### config.mk
export PLATFORM = sky130hd
export DESIGN_NAME = lsu_apb_master
export DESIGN_NICKNAME = d
export VERILOG_FILES = /design/src/rtl/lsu_apb_master.sv
export SDC_FILE = /design/constraint.sdc
export NUM_CORES = 1
export LEC_CHECK = 0
export BUFFER_PORTS_ARGS = -buffer_cell sky130_fd_sc_hd__buf_2
export CORE_MARGIN = 2
export CORE_UTILIZATION = 55
export DETAILED_ROUTE_END_ITERATION = 10
export PLACE_DENSITY_LB_ADDON = 0.1
export RECOVER_POWER = 25
export SYNTH_ARGS = -nofsm -noshare
export SYNTH_HDL_FRONTEND = slang
export SYNTH_SLANG_ARGS = --single-unit
### constraint.sdc
create_clock -name clk -period 3.3 [get_ports clk]
set_clock_uncertainty 0.05 [all_clocks]
set_input_delay 0.495 -clock clk [delete_from_list [all_inputs] [get_ports clk]]
set_output_delay 0.495 -clock clk [all_outputs]
set_load 0.01 [all_outputs]
### src/rtl/lsu_apb_master.sv
// Load/store unit that turns one RV32I core data access into one APB transfer,
// handling byte-lane steering, strobes, load extension, misalignment and timeout.
module lsu_apb_master #(
    parameter int unsigned TIMEOUT = 16
) (
    input  logic        clk,
    input  logic        reset,
    input  logic        req_valid,
    input  logic        req_we,
    input  logic [2:0]  req_func3,
    input  logic [31:0] req_addr,
    input  logic [31:0] req_wdata,
    output logic        busy,
    output logic        done,
    output logic        err,
    output logic [31:0] rdata,
    output logic [31:0] PADDR,
    output logic        PSEL,
    output logic        PENABLE,
    output logic        PWRITE,
    output logic [31:0] PWDATA,
    output logic [3:0]  PSTRB,
    input  logic [31:0] PRDATA,
    input  logic        PREADY,
    input  logic        PSLVERR
);

    typedef enum logic [1:0] {IDLE, SETUP, ACCESS, DONE} state_t;

    state_t      state;
    state_t      state_next;
    logic [2:0]  func3_q;
    logic [1:0]  lane_q;
    logic [31:0] wait_cnt;

    logic        accept;
    logic        abort;
    logic        size_ok;
    logic        req_legal;
    logic [31:0] wdata_lanes;
    logic [3:0]  strb_lanes;
    logic [7:0]  load_byte;
    logic [15:0] load_half;
    logic [31:0] load_ext;

    // Request legality: funct3 must name a real access and the address must fit its size.
    always_comb begin
        size_ok = 1'b0;
        case (req_func3[1:0])
            2'b00:   size_ok = 1'b1;
            2'b01:   size_ok = ~req_addr[0];
            2'b10:   size_ok = (req_addr[1:0] == 2'b00);
            default: size_ok = 1'b0;
        endcase
        req_legal = size_ok && (req_we ? ~req_func3[2] : (req_func3 != 3'b110));
    end

    always_comb begin
        wdata_lanes = 32'h0;
        strb_lanes  = 4'b0000;
        if (req_we) begin
            case (req_func3[1:0])
                2'b00: begin
                    wdata_lanes = {4{req_wdata[7:0]}};
                    strb_lanes  = 4'b0001 << req_addr[1:0];
                end
                2'b01: begin
                    wdata_lanes = {2{req_wdata[15:0]}};
                    strb_lanes  = 4'b0011 << {req_addr[1], 1'b0};
                end
                default: begin
                    wdata_lanes = req_wdata;
                    strb_lanes  = 4'b1111;
                end
            endcase
        end
    end

    always_comb begin
        load_byte = PRDATA[{lane_q, 3'b000} +: 8];
        load_half = PRDATA[{lane_q[1], 4'b0000} +: 16];
        case (func3_q)
            3'b000:  load_ext = {{24{load_byte[7]}}, load_byte};
            3'b001:  load_ext = {{16{load_half[15]}}, load_half};
            3'b100:  load_ext = {24'h0, load_byte};
            3'b101:  load_ext = {16'h0, load_half};
            default: load_ext = PRDATA;
        endcase
    end

    always_ff @(posedge clk) begin
        if (reset) begin
            state <= IDLE;
        end else begin
            state <= state_next;
        end
    end

    always_comb begin
        state_next = state;
        accept     = 1'b0;
        abort      = 1'b0;
        case (state)
            IDLE: begin
                if (req_valid) begin
                    accept     = 1'b1;
                    state_next = req_legal ? SETUP : DONE;
                end
            end
            SETUP:  state_next = ACCESS;
            ACCESS: begin
                if (PREADY) begin
                    state_next = DONE;
                end else if ((TIMEOUT != 0) && (wait_cnt == TIMEOUT - 1)) begin
                    abort      = 1'b1;
                    state_next = DONE;
                end
            end
            default: state_next = IDLE;
        endcase
    end

    // All outputs are registered from the next state so the bus sees clean levels.
    always_ff @(posedge clk) begin
        if (reset) begin
            busy     <= 1'b0;
            done     <= 1'b0;
            err      <= 1'b0;
            rdata    <= 32'h0;
            PADDR    <= 32'h0;
            PSEL     <= 1'b0;
            PENABLE  <= 1'b0;
            PWRITE   <= 1'b0;
            PWDATA   <= 32'h0;
            PSTRB    <= 4'b0000;
            func3_q  <= 3'b000;
            lane_q   <= 2'b00;
            wait_cnt <= 32'h0;
        end else begin
            busy    <= (state_next != IDLE);
            done    <= (state_next == DONE);
            PSEL    <= (state_next == SETUP) || (state_next == ACCESS);
            PENABLE <= (state_next == ACCESS);

            if (accept) begin
                func3_q <= req_func3;
                lane_q  <= req_addr[1:0];
                if (req_legal) begin
                    PADDR  <= {req_addr[31:2], 2'b00};
                    PWRITE <= req_we;
                    PWDATA <= wdata_lanes;
                    PSTRB  <= strb_lanes;
                end else begin
                    err   <= 1'b1;
                    rdata <= 32'h0;
                end
            end

            if (state == SETUP) begin
                wait_cnt <= 32'h0;
            end

            // Stores report zero data; slave errors and timeouts also force zero.
            if (state == ACCESS) begin
                if (PREADY) begin
                    err   <= PSLVERR;
                    rdata <= (PSLVERR || PWRITE) ? 32'h0 : load_ext;
                end else begin
                    wait_cnt <= wait_cnt + 32'h1;
                    if (abort) begin
                        err   <= 1'b1;
                        rdata <= 32'h0;
                    end
                end
            end
        end
    end

endmodule

==> results.md, run 1 <==
* Relative max-transition margin at 0.3183
* Remaining Overflow, GRT at 0
* Die Area at roughly 0.013 sq mm
* Period utilization at 0.7639
* # Max-Cap Violations at 0
* Placement-stage cell area at 0.007815 sq mm
* Final hold vios at 0
* CTS tree: done
* Critical path's slowest cell: ha_1
* Switching Fraction at 0.3033
* Area Growth Syn to Fin at 24.62%
* WHS Endpoint: PADDR[31]$_SDFFE_PP0P_
* CTS Buf Count at 17
* Syn Std Cell Area at 0.006699 sq mm
* Max stage delay on crit path at approximately 0.43 ns
* Initial DRC Count at 495
* Worst skew pair latency at roughly 0.42 ns
* Worst hold path type: in -> reg
* Actual slew at the worst max-slew pin at roughly 1.0 ns
* Flop pwr share at 0.384
* Post-synthesis mux area share at 0.06500
* Share of layout cells above drive strength 1 at 0.2392
* Die Y at around 110 microns
* FF+latch count, synth at 143
* EDFF count, synth at 0
* R2r setup slk at ~0.78 ns
* Xor-xnor portion of the synthesized cell area at 0.01046
* DIE WIDTH at ~110 microns
* WHS at 0.2560 ns
* Startpoint Class: register
* DR pass1 iterations at 5
* Power Density at a little over 600 mW/mm^2
* Min-Delay Startpoint: req_addr[31]
* Area of the core at around 0.012 sq mm
* Largest net degree at the start of global routing at 67
* Sequential area share after synthesis at 0.4273
* First-pass GRT wire length at roughly 29000 microns
* Maximum clock frequency at 396.7 MHz
* Mapped Cells at 800
* Worst path bufs/invs at 1
* Switching power at 1548 uW
* Vias per cell at 5.691
* Crit path time final at 2.521 ns
* Compound-gate portion of the synthesized area at 0.1808
* CP endpoint kind: register
* Crit-path leading delay family: adder cells
* Yosys top cell area share at 0.4273
* CP cell instances: inv_1 > ha_1 > nor4b_1 > nand4_1 > o31ai_2 > o21bai_1 > ha_1 > nor2b_1
* Leakage at approximately 0.0033 uW
* Depth of the CTS H-tree at 4
* Syn Area/Cell at around 8.4 sq um
* R2R depth at 8
* Post-synth top flop: dfxtp_1
* Main combinational cell family by area after synthesis: simple AND/OR/NAND/NOR gates
* Worst-path clk slew at approximately 0.06 ns
* Async S/R FF share, synth at 0
* Post-synthesis simple-gate area fraction at 0.2557
* Synth unique cells at 62
* Ranking of synthesized cells by area: dfxtp_1 (43%), nand2_1 (8.8%), a21oi_1 (6.4%), mux2_2 (4.4%), nand3_1 (3.1%)
* Final net count at 1097
* Core Rows at 40
* Crit path depth at 8
* Detailed-route via count at approximately 6.5k
* Crit path DAT at approximately 2.8 ns
* R2r startpoint: state[0]$_SDFF_PP0_
* Vias in the first global route at 5933
* CTS Hold Bufs at 0
* Critical path peak fanout at 11
* Crit path kind: reg -> reg
* Adder-cell area share of the yosys netlist at 0.01494
* Clock Tree Root: clkbuf_16
* CTS sink cnt at 143
* Routed Antenna Nets at 0
* Yosys warns at 0
* Clock Power Share at 0.392
* Post-CTS sizing at 0
* Combinational power share at 0.224
* Detailed Route WL at approximately 19000 microns
* GPL Wtd Cong at ~0.86
* R2r endpoint: PSEL$_SDFF_PP0_
* Cell taking the most area after synthesis: dfxtp_1
* Post-CTS setup buffer count at 0
* Ports at around 210
* RSZ-0062 raised after global routing: no
* Setup_tns at 0 ns
* Buffers added on ports at 208
* Max VDD drop at between 0.4 and 0.5 mV
* Design Area, Final at approximately 0.0083 sq mm
* Internal power at ~3600 uW
* Drt wl/cell at ~16 microns
* Antenna violations before repair at 0
* Post-route DRC violation count at 0
* Starting Density at 0.5600
* CTS max path bufs at 2
* Crit path required time at 3.53 ns
* Final setup vio count at 0
* Outcome: completed
* Most frequent CP cell: ha_1
* Ant diodes at 0
* Overall global routing resource usage at 0.2789
* Final max-slew violation count at 0
* Hold Path Depth at 3
* DP Wirelength at roughly 13000 microns
metrics by stage:
stage / setup slack (ns) / utilization / std cells / power, uW
detailed placement: 0.6200 / 0.6533 / 1112 / 3145
global placement: 0.6946 / 0.6533 / 1112 / 3127
finish: 0.7790 / 0.6979 / 1142 / 5103
global route: 0.5604 / 0.6979 / 1142 / 5342
floorplan: 1.163 / - / 801 / 2740
CTS: 0.7681 / 0.7043 / 1142 / 5139
registers in the layout, indices dropped and copies added, names as in the netlist:
register	flops
state	2
PENABLE	1
lane_q	2
done	1
PADDR	30
busy	1
func3_q	3
PWRITE	1
wait_cnt	32
PSEL	1
err	1
PSTRB	4
PWDATA	32
rdata	32
how the worst max path moves through the flow:
stage	startpoint	endpoint	slack, ns
6_report	state[0]$_SDFF_PP0_	PSEL$_SDFF_PP0_	0.78
5_1_grt	state[0]$_SDFF_PP0_	PSEL$_SDFF_PP0_	0.56
4_1_cts	state[0]$_SDFF_PP0_	PSEL$_SDFF_PP0_	0.77
3_5_place_dp	req_func3[0]	PADDR[14]$_SDFFE_PP0P_	0.62
3_3_place_gp	req_func3[0]	PADDR[11]$_SDFFE_PP0P_	0.69
2_1_floorplan	state[0]$_SDFF_PP0_	PSEL$_SDFF_PP0_	1.16
Yosys cell counts (3+ instances only):
library cell / number
nand2_1: 157
dfxtp_1: 143
a21oi_1: 86
nor2_1: 48
nand3_1: 42
clkbuf_1: 34
nand2b_1: 32
mux2_2: 26
o21ai_0: 22
a22o_1: 17
inv_1: 12
mux2i_1: 12
buf_2: 11
nand4_1: 10
a32o_1: 9
a311oi_1: 8
buf_1: 8
ha_1: 8
nor3_1: 8
o31ai_1: 8
nor4_1: 7
o21a_1: 7
o2bb2ai_1: 7
xor2_1: 6
nor2b_1: 5
a31oi_1: 4
o211ai_1: 4
and3_1: 3
buf_4: 3
nand3b_1: 3
nor4_4: 3
or2_2: 3
or3_1: 3
or4_1: 3
cells by family (layout without fill, tap and decap cells):
group                    Yosys count  count (layout)
XOR/XNOR                           8               8
flip-flops                       143             143
multiplexers                      39              39
other                              1               2
AND/OR/NAND/NOR                  344             344
AO/OA/AOI/OAI                    187             187
buffers and inverters             70             264
adder cells (fa/ha/maj)            8               8
cells in the final DEF, fill, tap and decap left out, types with 6 or more instances in the layout:
master,Yosys,final
nor2_1,48,47
clkbuf_1,34,63
o31ai_1,8,8
xor2_1,6,6
a32o_1,9,9
nor4_1,7,7
a311oi_1,8,8
nand2b_1,32,32
ha_1,8,8
dfxtp_1,143,143
mux2_2,26,26
nand2_1,157,157
a21oi_1,86,86
nand3_1,42,42
o21a_1,7,7
o21ai_0,22,22
nor3_1,8,8
o2bb2ai_1,7,7
buf_4,3,14
mux2i_1,12,12
buf_2,11,146
nand4_1,10,10
clkbuf_16,0,17
inv_1,12,12
a22o_1,17,17
routing by layer:
layer,up-vias,part of all wire,global-route usage
met5,-,0,0
met4,0,0.020,0.09024
met3,29,0.092,0.1001
met2,271,0.46,0.4504
met1,3018,0.43,0.3484
li1,3181,-,-
power by group through the flow:
| stage | clock network (uW) | registers [uW] | logic, uW |
|---|---|---|---|
| CTS | 2020 | 1960 | 1160 |
| floorplan | 0 | 2020 | 718 |
| global placement | 0 | 1990 | 1140 |
| global route | 2100 | 1970 | 1270 |
| finish | 2000 | 1960 | 1140 |
| detailed placement | 0 | 1990 | 1150 |
area by class of cell:
cell class / count / area (sq um)
Timing Repair Buffer: 222 / 1085
Multi-Input combinational cell: 588 / 3562
Fill cell: 1014 / 3613
Tap cell: 147 / 183.9
Sequential cell: 143 / 2863
Clock buffer: 20 / 446.7
Clock inverter: 10 / 162.7
Inverter: 12 / 45.04
worst min-delay path: stages:
cell     delay [ns]
buf_2          0.09
nand2_1        0.05
a21oi_1        0.05
Note: power is estimated with default switching activity, not from simulation.
==> inputs of run 2 (changes only) <==
--- a/config.mk
+++ b/config.mk
@@ -5,9 +5,10 @@
 export SDC_FILE = /design/constraint.sdc
 export NUM_CORES = 1
 export LEC_CHECK = 0
+export ABC_AREA = 1
 export BUFFER_PORTS_ARGS = -buffer_cell sky130_fd_sc_hd__buf_2
 export CORE_MARGIN = 2
-export CORE_UTILIZATION = 55
+export CORE_UTILIZATION = 53
 export DETAILED_ROUTE_END_ITERATION = 10
 export PLACE_DENSITY_LB_ADDON = 0.1
 export RECOVER_POWER = 25
==> constraint.sdc (replaced) <==
create_clock -name clk -period 2.6 [get_ports clk]
set_clock_uncertainty 0.05 [all_clocks]
set_input_delay 0.39 -clock clk [delete_from_list [all_inputs] [get_ports clk]]
set_output_delay 0.39 -clock clk [all_outputs]
set_load 0.01 [all_outputs]
==> run 2 against run 1 <==
Combinational power rose by 54%. Worst hold slack worse by 0.093 ns. Total power increased by 37%. Die area up 13%. Fmax grew 18%. Largest cell class unchanged. Sequential cell count unchanged. Area after synthesis up 9.5%. Global-route usage up 0.86 points. Register-to-register slack lost 0.31 ns. Sequential power rose by 31%. Core utilization shrank 2.9 points.
==> results.md, run 2 <==
* Period utilization at 0.8189
* CTS max path bufs at 2
* Worst hold path type: in -> reg
* Drt wl/cell at ~15 microns
* Final hold vios at 0
* FF+latch area at roughly 0.0029 sq mm
* Clock Power Share at 0.382
* Maximum clock frequency at 469.7 MHz
* RSZ-0062 raised after global routing: no
* Synth cell count leaders: nand2_1 (220), nor2_1 (150), dfxtp_1 (143)
* Async S/R FF share, synth at 0
* Leakage at ~0.0037 uW
* Hold Path Depth at 3
* Switching Fraction at 0.3388
* Remaining Overflow, GRT at 0
* WHS Endpoint: PADDR[16]$_SDFFE_PP0P_
* Detailed Route WL at 21150 microns
* Final net count at ~1.4k
* Outcome: completed
* Final setup margin at 0.4708 ns
* Fill count at roughly 1.3k
* Core Rows at 42
* Ant diodes at 0
* Crit path kind: reg -> reg
* Largest net degree at the start of global routing at 86
* Initial DRC Count at roughly 570
* Share of layout cells above drive strength 1 at 0.1995
* Min-Delay Startpoint: req_addr[16]
* R2r endpoint: PADDR[17]$_SDFFE_PP0P_
* Crit path DAT at around 2.4 ns
* Flop pwr share at 0.367
* Yosys top cell area share at 0.3902
* # Max-Cap Violations at 0
* CTS Buf Count at 17
* R2r setup slk at roughly 0.47 ns
* Vias in the first global route at between 7k and 8k
* R2R depth at 8
* R2r startpoint: state[0]$_SDFF_PP0_
* Post-CTS setup buffer count at 0
* Vias per cell at approximately 5.5
* Combinational power share at 0.251
* CTS Hold Bufs at 0
* Syn Area/Cell at 6.948 sq um
* Starting Density at 0.5475
* Internal power at approximately 4600 uW
* Actual slew at the worst max-slew pin at 0.5997 ns
* Max VDD drop at about 0.53 mV
* Most frequent cells in the layout: nand2_1 (221), buf_2 (151), nor2_1 (150)
* Crit path required time at roughly 2.9 ns
* GPL Wtd Cong at about 0.91
* Setup_tns at 0 ns
* Sequential area share after synthesis at 0.3902
* Switching power at 2369 uW
* Ranking of synthesized cells by area: dfxtp_1 (39%), nand2_1 (11%), a21oi_1 (7.8%), nor2_1 (7.7%), o21ai_0 (4.9%)
* Buffers added on ports at between 200 and 250
* DP Wirelength at between 10000 and 15000 microns
* Depth of the CTS H-tree at 4
* Mapped Cells at 1056
* Power Density at approximately 780 mW/mm^2
* FF+latch count, synth at between 100 and 150
* Largest regs: PWDATA x32, rdata x32, wait_cnt x32
* Die Y at approximately 120 microns
* CTS tree: done
* Startpoint Class: register
* Crit path time final at 2.129 ns
* Worst-path clk slew at roughly 0.06 ns
* Post-CTS sizing at 0
* Commonest non-fill, non-tap cell in the layout: nand2_1
* Area Growth Syn to Fin at 22.25%
* Area of the core at about 0.013 sq mm
* Yosys warns at 0
* First-pass GRT wire length at about 34000 microns
* Synth unique cells at 47
* CP endpoint kind: register
* Critical path peak fanout at 30
* Syn Std Cell Area at about 0.0073 sq mm
* Final setup vio count at 0
* Post-place setup slack at about 0.58 ns
* Die Area at 0.01480 sq mm
* Relative max-transition margin at 0.6002
* Post-route DRC violation count at 0
* Detailed-route via count at 7790
* CTS sink cnt at roughly 140
* Post-synth top flop: dfxtp_1
* DIE WIDTH at 121.7 microns
* Cell taking the most area after synthesis: dfxtp_1
* EDFF count, synth at 0
* Most frequent cell after synthesis: nand2_1
* Area of the multi-input gates at between 0.003 and 0.004 sq mm
* Final max-slew violation count at 0
* Worst skew pair latency at ~0.43 ns
* Ports at roughly 210
* Antenna violations before repair at 1
* Routed Antenna Nets at 0
* Clock Tree Root: clkbuf_16
* Overall global routing resource usage at 0.2875
* DR pass1 iterations at 5
## run 2: changes by cell type in the layout (fill, tap and decap cells not counted), sizes merged, moves of 17 or more
| cell | delta |
|---|---|
| a22o | -17 |
| nand4 | +28 |
| inv | +75 |
| nand2b | -32 |
| nor2 | +120 |
| o21ai | +53 |
| nand2 | +77 |
| mux2 | -26 |
| a21oi | +28 |
## run 2: kinds of logic after synthesis
family,synth area share
buffers and inverters,0.09123
adder cells (fa/ha/maj),0.01364
flip-flops,0.3902
XOR/XNOR,0.002388
AND/OR/NAND/NOR,0.3163
other,0.0005111
AO/OA/AOI/OAI,0.1857
## run 2: layout make-up
| type | count | area share |
|---|---|---|
| Multi-Input combinational cell | 767 | 0.4243 |
| Sequential cell | 143 | 0.3192 |
| Timing Repair Buffer | 225 | 0.1237 |
| Clock buffer | 18 | 0.04896 |
| Inverter | 86 | 0.03641 |
| Tap cell | 176 | 0.02455 |
| Clock inverter | 14 | 0.02288 |
## run 2: critical path, cell delays in order, from the launching register on
cell	delay, ns
dfxtp_1	0.38
inv_1	0.08
ha_1	0.22
nand2_1	0.25
inv_1	0.16
nand2_4	0.26
buf_4	0.35
o21ai_0	0.17
nor2_1	0.12
## run 2: power by group through the flow
stage / registers [uW] / clock network, uW / logic (uW)
2_1_floorplan: 2650 / 0 / 1150
3_3_place_gp: 2600 / 0 / 1750
3_5_place_dp: 2610 / 0 / 1770
4_1_cts: 2560 / 2700 / 1780
5_1_grt: 2590 / 2800 / 1960
6_report: 2560 / 2670 / 1760
## run 2: per-stage QoR
step / total power (uW) / std cells / hold WS (ns) / util / area (sq um)
2_1_floorplan: 3805 / 1057 / 0.4024 / - / 7341
3_3_place_gp: 4354 / 1397 / 0.4020 / 0.6268 / 8399
3_5_place_dp: 4375 / 1397 / 0.4036 / 0.6268 / 8399
4_1_cts: 7045 / 1429 / 0.1524 / 0.6749 / 9044
5_1_grt: 7351 / 1429 / 0.1744 / 0.6694 / 8970
6_report: 6992 / 1429 / 0.1625 / 0.6694 / 8970
## run 2: metal layers
metal	up-vias	global-route usage	part of all wire	routed length (microns)
li1	3891	-	-	-
met1	3510	0.3630	0.42	8826
met2	318	0.4723	0.47	9919
met3	69	0.05993	0.077	1621
met4	2	0.1329	0.036	768
met5	-	0	0.00057	12
## run 2: worst max-delay path by stage
stage	start	end	slack, ns	cells past startpoint
final	state[0]$_SDFF_PP0_	PADDR[17]$_SDFFE_PP0P_	0.47	8
after global routing	state[1]$_SDFF_PP0_	PWDATA[24]$_SDFFE_PP0P_	0.28	8
after CTS	state[0]$_SDFF_PP0_	PWDATA[15]$_SDFFE_PP0P_	0.56	8
after detailed placement	state[0]$_SDFF_PP0_	PWDATA[15]$_SDFFE_PP0P_	0.58	8
after global placement	req_func3[1]	PWDATA[9]$_SDFFE_PP0P_	0.64	8
after floorplan	wait_cnt[1]$_SDFF_PP0_	PSEL$_SDFF_PP0_	0.76	11
==> inputs of run 3 (changes only) <==
--- a/config.mk
+++ b/config.mk
@@ -8,7 +8,7 @@
 export ABC_AREA = 1
 export BUFFER_PORTS_ARGS = -buffer_cell sky130_fd_sc_hd__buf_2
 export CORE_MARGIN = 2
-export CORE_UTILIZATION = 53
+export CORE_UTILIZATION = 47
 export DETAILED_ROUTE_END_ITERATION = 10
 export PLACE_DENSITY_LB_ADDON = 0.1
 export RECOVER_POWER = 25
==> constraint.sdc (replaced) <==
create_clock -name clk -period 1.74 [get_ports clk]
set_clock_uncertainty 0.05 [all_clocks]
set_input_delay 0.261 -clock clk [delete_from_list [all_inputs] [get_ports clk]]
set_output_delay 0.261 -clock clk [all_outputs]
set_load 0.01 [all_outputs]
==> run 3 against run 2 <==
Worst hold slack got worse by 0.12 ns. Non-clock buffer count up 57. Global-route usage fell by 3.3 points. Core utilization shrank 3.9 points. Sequential cell count did not move. First-iteration DRC count increased by 8.1%. Critical endpoint is now wait_cnt[10]$_SDFF_PP0_.
==> results.md, run 3 (synthesized netlist as in run 2, its figures left out) <==
* Crit path kind: reg -> reg
* Crit-path leading delay family: simple AND/OR/NAND/NOR gates
* Antenna violations before repair at 0
* Non-filler cells, final at roughly 1.5k
* FF+latch area at between 0.002 and 0.003 sq mm
* Final max-slew violation count at 0
* Clock Power Share at 0.364
* Vias per cell at ~5.3
* Area of the core at about 0.015 sq mm
* # Max-Cap Violations at 0
* First-pass GRT wire length at 34110 microns
* Final core utilization at 0.6303
* Leakage at ~0.004 uW
* Routed Antenna Nets at 0
* Share of layout cells above drive strength 1 at 0.2490
* RSZ-0062 raised after global routing: yes
* Detailed-route via count at just under 8k
* Critical path's slowest cell: dfxtp_1
* Outcome: completed
* CTS Buf Count at 17
* Core Rows at 45
* Worst skew pair latency at around 0.42 ns
* CTS tree: done
* Commonest non-fill, non-tap cell in the layout: nand2_1
* Crit path time final at ~1.7 ns
* DR pass1 iterations at 5
* Actual slew at the worst max-slew pin at 0.5097 ns
* Total power at 10720 uW
* Buffers added on ports at approximately 210
* Maximum clock frequency at 591.2 MHz
* CTS max path bufs at 2
* Drt wl/cell at 14.54 microns
* Most frequent cells in the layout: nand2_1 (217), buf_2 (149), nor2_1 (144)
* Period utilization at 0.9722
* Largest net degree at the start of global routing at 89
* Worst path bufs/invs at 4
* DP Wirelength at around 16000 microns
* Crit path required time at ~2.0 ns
* Final net count at 1410
* Final setup margin at roughly 0.048 ns
* Detailed Route WL at 21770 microns
* CP endpoint kind: register
* Overall global routing resource usage at 0.2548
* Combinational power share at 0.282
* Switching power at approximately 3600 uW
* GPL Wtd Cong at approximately 0.95
* Internal power at 7158 uW
* Post-place setup slack at -0.02117 ns
* Crit path DAT at a little under 2 ns
* Clock Tree Root: clkbuf_16
* Area of the multi-input gates at around 0.0039 sq mm
* Area Growth Syn to Fin at 30.59%
* Startpoint Class: register
* Worst-path clk slew at roughly 0.060 ns
* Starting Density at 0.4826
* Post-route DRC violation count at 0
* Fill count at roughly 1.5k
* Initial DRC Count at 617
* Final hold vios at 0
* Worst hold path type: in -> reg
* CP cell instances: inv_2 > ha_4 > buf_4 > nand2_2 > clkinv_2 > nor2_2 > buf_4 > o22ai_1 > nor3b_1
* Max VDD drop at between 0.7 and 0.8 mV
* Ant diodes at 0
* Relative max-transition margin at 0.6589
* Largest regs: PWDATA x32, rdata x32, wait_cnt x32
* Ports at roughly 210
* CTS Hold Bufs at 0
* Power Density at 1119 mW/mm^2
* Dpl cells at between 1k and 1.5k
* DIE WIDTH at around 130 microns
* Final setup vio count at 0
* Most frequent CP cell: buf_4
* Flop pwr share at 0.354
* Depth of the CTS H-tree at 4
* Max stage delay on crit path at 0.34 ns
* CTS sink cnt at between 100 and 150
* Vias in the first global route at between 7k and 8k
* Die Y at about 130 microns
* WHS at 0.04042 ns
* Die Area at around 0.017 sq mm
* Switching Fraction at 0.3324
* Critical path peak fanout at 5
* Remaining Overflow, GRT at 0
-- run 3: cell count changes in the layout (fill, tap and decap cells not counted), sizes merged --
cell	delta
buf	+55
clkbuf	+3
clkinv	+3
clkinvlp	-3
inv	-2
-- run 3: metrics by stage --
stage / cell area [sq um] / TNS [ns]
finish: 9582 / 0
global route: 9582 / -0.3347
CTS: 9557 / 0
detailed placement: 8895 / -0.03111
global placement: 8895 / 0
floorplan: 7363 / 0
-- run 3: metal layers --
metal / vias up / GRT usage / wire length, microns
met3: 38 / 0.06736 / 1414
li1: 3998 / - / -
met5: - / 0 / 0
met2: 286 / 0.4052 / 10230
met4: 0 / 0.08312 / 441
met1: 3579 / 0.3381 / 9685
-- run 3: timing repair --
item / 4_1_cts / 5_1_grt
hold endpoints to repair: 0 / 0
pin swaps: 2 / 5
gates resized for setup: 4 / 24
setup endpoints to repair: 3 / 72
setup buffers: 3 / 1
-- run 3: final timing paths --
check                           depth (start not counted)  slack [ns]                      end              startpoint
worst min register to register                          2        0.41   PWDATA[6]$_SDFFE_PP0P_  PWDATA[6]$_SDFFE_PP0P_
worst min-delay path                                    3        0.04   PADDR[19]$_SDFFE_PP0P_            req_addr[19]
worst max register to register                          9        0.05  wait_cnt[10]$_SDFF_PP0_     state[0]$_SDFF_PP0_
worst max-delay path                                    9        0.05  wait_cnt[10]$_SDFF_PP0_     state[0]$_SDFF_PP0_
-- run 3: worst reg2reg max path: stages (launching register included) --
cell and delay (ns):
dfxtp_1 0.34, inv_2 0.06, ha_4 0.18, buf_4 0.14, nand2_2 0.14, clkinv_2 0.09, nor2_2 0.21, buf_4 0.17
o22ai_1 0.07, nor3b_1 0.14
-- run 3: cell type report --
| cell class | count | share of cell area |
|---|---|---|
| Multi-Input combinational cell | 767 | 0.4096 |
| Sequential cell | 143 | 0.2993 |
| Timing Repair Buffer | 282 | 0.1668 |
| Clock buffer | 19 | 0.04623 |
| Inverter | 86 | 0.03434 |
| Tap cell | 188 | 0.02455 |
| Clock inverter | 12 | 0.01920 |
-- run 3: power groups by stage --
stage	sequential, uW	combinational (uW)	clock [uW]
after detailed placement	3850	2960	0
after floorplan	3970	1730	0
after global placement	3850	2930	0
after CTS	3790	2980	3950
after global routing	3840	3360	4120
final	3800	3020	3900
